<file path="src/rtl/pool1_max.sv">
// rtl/pool1_max.sv - 2x2 stride-2 signed max pooling over a stream of conv-layer-1 rows
// Holds the top row of each pair, emits one registered pooled row per bottom row.
module pool1_max #(
    parameter int W    = 16,
    parameter int COLS = 28,
    parameter int ROWS = 28,
    parameter int RELU = 1
) (
    input  logic                  clk,
    input  logic                  rst,
    input  logic                  in_valid,
    input  logic [W*COLS-1:0]     in_row,
    output logic                  out_valid,
    output logic [W*COLS/2-1:0]   out_row,
    output logic [3:0]            out_idx,
    output logic                  frame_done
);

    localparam int          OCOLS    = COLS / 2;
    localparam logic [3:0]  LAST_IDX = 4'(ROWS / 2 - 1);

    typedef enum logic {
        WAIT_A,
        WAIT_B
    } state_t;

    state_t                 state_q, state_d;
    logic [W*COLS-1:0]      top_q, top_d;
    logic [3:0]             cnt_q, cnt_d;
    logic                   out_valid_q, out_valid_d;
    logic                   frame_done_q, frame_done_d;
    logic [W*OCOLS-1:0]     out_row_q, out_row_d;
    logic [3:0]             out_idx_q, out_idx_d;
    logic [W*OCOLS-1:0]     pooled;

    // Combinational pool of the held top row against the incoming bottom row
    for (genvar j = 0; j < OCOLS; j++) begin : g_pool
        logic signed [W-1:0] t0, t1, b0, b1, mt, mb, mx;
        assign t0 = top_q[W*(2*j)   +: W];
        assign t1 = top_q[W*(2*j+1) +: W];
        assign b0 = in_row[W*(2*j)   +: W];
        assign b1 = in_row[W*(2*j+1) +: W];
        assign mt = (t0 > t1) ? t0 : t1;
        assign mb = (b0 > b1) ? b0 : b1;
        assign mx = (mt > mb) ? mt : mb;
        assign pooled[W*j +: W] = ((RELU != 0) && (mx < 0)) ? '0 : mx;
    end

    always_comb begin
        state_d      = state_q;
        top_d        = top_q;
        cnt_d        = cnt_q;
        out_valid_d  = 1'b0;
        frame_done_d = 1'b0;
        out_row_d    = out_row_q;
        out_idx_d    = out_idx_q;
        case (state_q)
            WAIT_A: begin
                if (in_valid) begin
                    top_d   = in_row;
                    state_d = WAIT_B;
                end
            end
            WAIT_B: begin
                if (in_valid) begin
                    out_valid_d  = 1'b1;
                    out_row_d    = pooled;
                    out_idx_d    = cnt_q;
                    frame_done_d = (cnt_q == LAST_IDX);
                    cnt_d        = (cnt_q == LAST_IDX) ? 4'd0 : cnt_q + 4'd1;
                    state_d      = WAIT_A;
                end
            end
            default: state_d = WAIT_A;
        endcase
    end

    always_ff @(posedge clk) begin
        if (rst) begin
            state_q      <= WAIT_A;
            top_q        <= '0;
            cnt_q        <= '0;
            out_valid_q  <= 1'b0;
            frame_done_q <= 1'b0;
            out_row_q    <= '0;
            out_idx_q    <= '0;
        end else begin
            state_q      <= state_d;
            top_q        <= top_d;
            cnt_q        <= cnt_d;
            out_valid_q  <= out_valid_d;
            frame_done_q <= frame_done_d;
            out_row_q    <= out_row_d;
            out_idx_q    <= out_idx_d;
        end
    end

    assign out_valid  = out_valid_q;
    assign frame_done = frame_done_q;
    assign out_row    = out_row_q;
    assign out_idx    = out_idx_q;

endmodule

</file>
<file path="config.mk">
export PLATFORM = sky130hd
export DESIGN_NAME = pool1_max
export DESIGN_NICKNAME = d
export VERILOG_FILES = /design/src/rtl/pool1_max.sv
export SDC_FILE = /design/constraint.sdc
export NUM_CORES = 2
export LEC_CHECK = 0
export BUFFER_PORTS_ARGS = -buffer_cell sky130_fd_sc_hd__buf_4
export CAP_MARGIN = 10
export CORE_MARGIN = 2
export CORE_UTILIZATION = 64
export DETAILED_ROUTE_END_ITERATION = 12
export GPL_TIMING_DRIVEN = 1
export PLACE_DENSITY = 0.87
export SLEW_MARGIN = 20
export SYNTH_ARGS = -nofsm -noshare
export SYNTH_HDL_FRONTEND = slang
export SYNTH_SLANG_ARGS = --single-unit
</file>
<file path="constraint.sdc">
create_clock -name clk -period 14.5 [get_ports clk]
set_input_delay 0.725 -clock clk [delete_from_list [all_inputs] [get_ports clk]]
set_output_delay 0.725 -clock clk [all_outputs]
set_load 0.03 [all_outputs]
</file>
==> summary.txt <==
Run status
  • Status: complete, no violations

Timing
  • Final max-slew violation count: 0
  • Final worst path period share: 42.8%
  • Peak Freq: 0.161 GHz
  • Worst Skew: 0.0249 ns
  • Final Critical Period: 6.21 ns
  • RSZ-0062 raised after global routing: no
  • WHS: 0.335 ns
  • Setup TNS: 0 ns
  • Final Hold Fails: 0
  • Final setup viols: 0
  • Slew @ Worst Pin: 1.23 ns
  • Relative max-transition margin: 17.8%

Route
  • DRC viols: 0
  • DRT antenna net count: 0
  • First drt pass iteration count: 9
  • Via density per instance: 6.31
  • First DRT Iteration DRCs: 4160
  • Routed wire length per instance: 20.8 um
  • Post-Route WL: 154000 um
  • Vias: 46800

Synth
  • Synth Area in Compound Gates: 16.3%
  • Largest family of logic cells by synthesized area: adder cells
  • Adder-cell share of the synthesized area: 17.2%
  • Seq cells post-synth: 669
  • Mapped Area: 0.0490 mm^2
  • Sequential-to-total area share from yosys stat: 27.3%
  • Yosys cell types: 85
  • YS warnings: 0
  • Post-synth EDFFs: 0
  • Syn_area_per_cell: 8.47 um^2
  • Synth Area in XOR/XNOR: 0.0715%
  • Syn Inst Count: 5786
  • Post-Synth Simple-Gate Area: 16.2%
  • Ys flop type: dfxtp_1
  • Async S/R FF share, synth: 0%
  • Mux cell area share after synthesis: 16.1%

Clock network
  • Total setup buffers inserted after CTS: 0
  • Post-cts sizing count: 0
  • Clk sinks: 669
  • CTS buffer count: 78
  • CTS tree: built
  • Reg clk slew, reported paths: 0.06 ns
  • Root buffer cell: clkbuf_16
  • Post-CTS Hold Buffers: 0
  • H-tree Lvls: 3
  • Clk buf depth: 3
  • Clock Latency Late Sink: 0.64 ns

Worst hold path
  • Min-delay src: in_row[84]
  • HP Class: in -> reg

Power and ir drop
  • Final total power: 6.38 mW
  • Cell Pwr Density: 111 mW/mm^2
  • Max IR drop VDD: 100 uV
  • Total leakage power: 27.7 nW

Critical path
  • Slowest stage delay, CP: 0.87 ns
  • Reg2reg start: top_q[319]$_SDFFE_PP0P_
  • Crit-path slowest cell: dfxtp_1
  • Critical path launch point: top_q[319]$_SDFFE_PP0P_
  • CP Launch Type: register
  • CP cell instances: inv_1 -> ha_1 -> nand4_1 -> nor3_1 -> and4_1 -> o21ai_0 -> o2111ai_1 -> mux2i_4 -> buf_4 -> o21ai_0 -> ha_1 -> nand4_1 -> nor4_1 -> a21oi_1 -> mux2_2 -> a21boi_0 -> nand2b_1 -> o221ai_1
  • CP Max Fanout: 32
  • Worst path required time: 14.96 ns
  • Critical Path End Type: register
  • Crit path arrival time: 6.67 ns
  • Crit path kind: reg -> reg

Placed design
  • Hpwl dp: 112000 um
  • GP Congestion: 0.968
  • Placed insts: 7239
  • I/O Buffers: 666

Layout
  • Nets: 7415
  • Post-route non-filler standard cell count: 7415
  • Share of layout cells above drive strength 1: 16.3%
  • Area grow syn2layout: 17.5%
  • Commonest non-fill, non-tap cell in the layout: buf_4
  • Most frequent cells in the layout: 709 x buf_4, 673 x ha_1, 669 x dfxtp_1, 665 x nor2_1, 657 x mux2i_1

Floorplanning
  • Die Area: 0.0788 mm^2
  • IO Pins: 681
  • Initial core utilization: 64.6%
  • Core area: 0.0759 mm^2
  • Rows: 101
  • Die span in x: 281 um
  • Die Ht: 281 um

Global routing
  • Largest net degree at the start of global routing: 209
  • Tot GR Track Use: 37.6%
  • Total grt overflow: 0
  • Vias in the first global route: 46000
  • Initial antenna violation count: 51
  • Wire length of the first global-routing pass: 241000 um

Run
  • Max Cap Viol: 0
-- synth_stat cells (all sizes together), types with 110 or more instances --
cell	number	area (um^2)
dfxtp	669	13400
mux2	110	1250
nand4	131	820
mux2i	666	6670
ha	674	8430
inv	548	2060
nor2	671	2530
clkbuf	204	766
a21oi	388	1960
nand3	127	636
nand2	319	1200
o21ai	165	826
-- cell type report --
cell class / instances / area, um^2
timing repair buffer: 714 / 5410
inverter: 550 / 2060
clock inverter: 29 / 398
antenna: 36 / 90.1
sequential: 669 / 13400
tap: 1030 / 1290
fill: 5415 / 18300
multi-input combinational: 4277 / 32600
clock buffer: 110 / 2380
-- final timing paths --
kind / end / slack [ns] / cells past startpoint
worst min-delay path: out_row[36]$_SDFFE_PP0P_ / 0.34 / 3
worst min register to register: out_row[152]$_SDFFE_PP0P_ / 0.46 / 2
worst max-delay path: out_row[158]$_SDFFE_PP0P_ / 8.29 / 18
worst max register to register: out_row[158]$_SDFFE_PP0P_ / 8.29 / 18
-- state kept, by name (all words and copies together), names as in the netlist --
signal      count
frame_done      1
top_q         448
state_q         1
out_row       210
out_valid       1
out_idx         4
cnt_q           4
-- routing by layer --
layer  share of wire [%]  GRT usage (%)  up-vias
li1                    -              -    21900
met3                 9.0           8.32      583
met2                  46           61.5     2307
met4                 6.6           24.3       32
met5                0.14              0        -
met1                  38           44.5    22000
-- report_power, final --
group          internal [mW]  switching, mW
clock network           1.29          0.844
logic                  0.876           1.30
registers               1.96          0.104
-- through the flow --
step	instance area (um^2)	setup WS, ns	utilization (%)
floorplan	49100	9.17	-
global placement	54700	8.32	72.0
detailed placement	54700	8.19	72.0
CTS	57500	8.25	75.7
global route	57600	7.94	75.8
finish	57600	8.29	75.9
-- worst max-delay path, delay by kind of cell, from the launching register on --
family	cells	cell delay, ns
and+or+nand+nor	6	2.05
buffers and inverters	2	0.58
muxes	2	0.78
adders and majority gates	2	0.69
DFF	1	0.87
AOI/OAI and AO/OA	6	1.05
-- cell families (layout without fill, tap and decap cells) --
group | after synthesis | after routing
AO/OA/AOI/OAI | 1158 | 1158
AND/OR/NAND/NOR | 1651 | 1651
other | 1 | 50
flip-flops | 669 | 669
XOR/XNOR | 4 | 4
adder cells (fa/ha/maj) | 674 | 674
buffers and inverters | 853 | 1403
multiplexers | 776 | 776
Note: power is estimated with default switching activity, not from simulation.
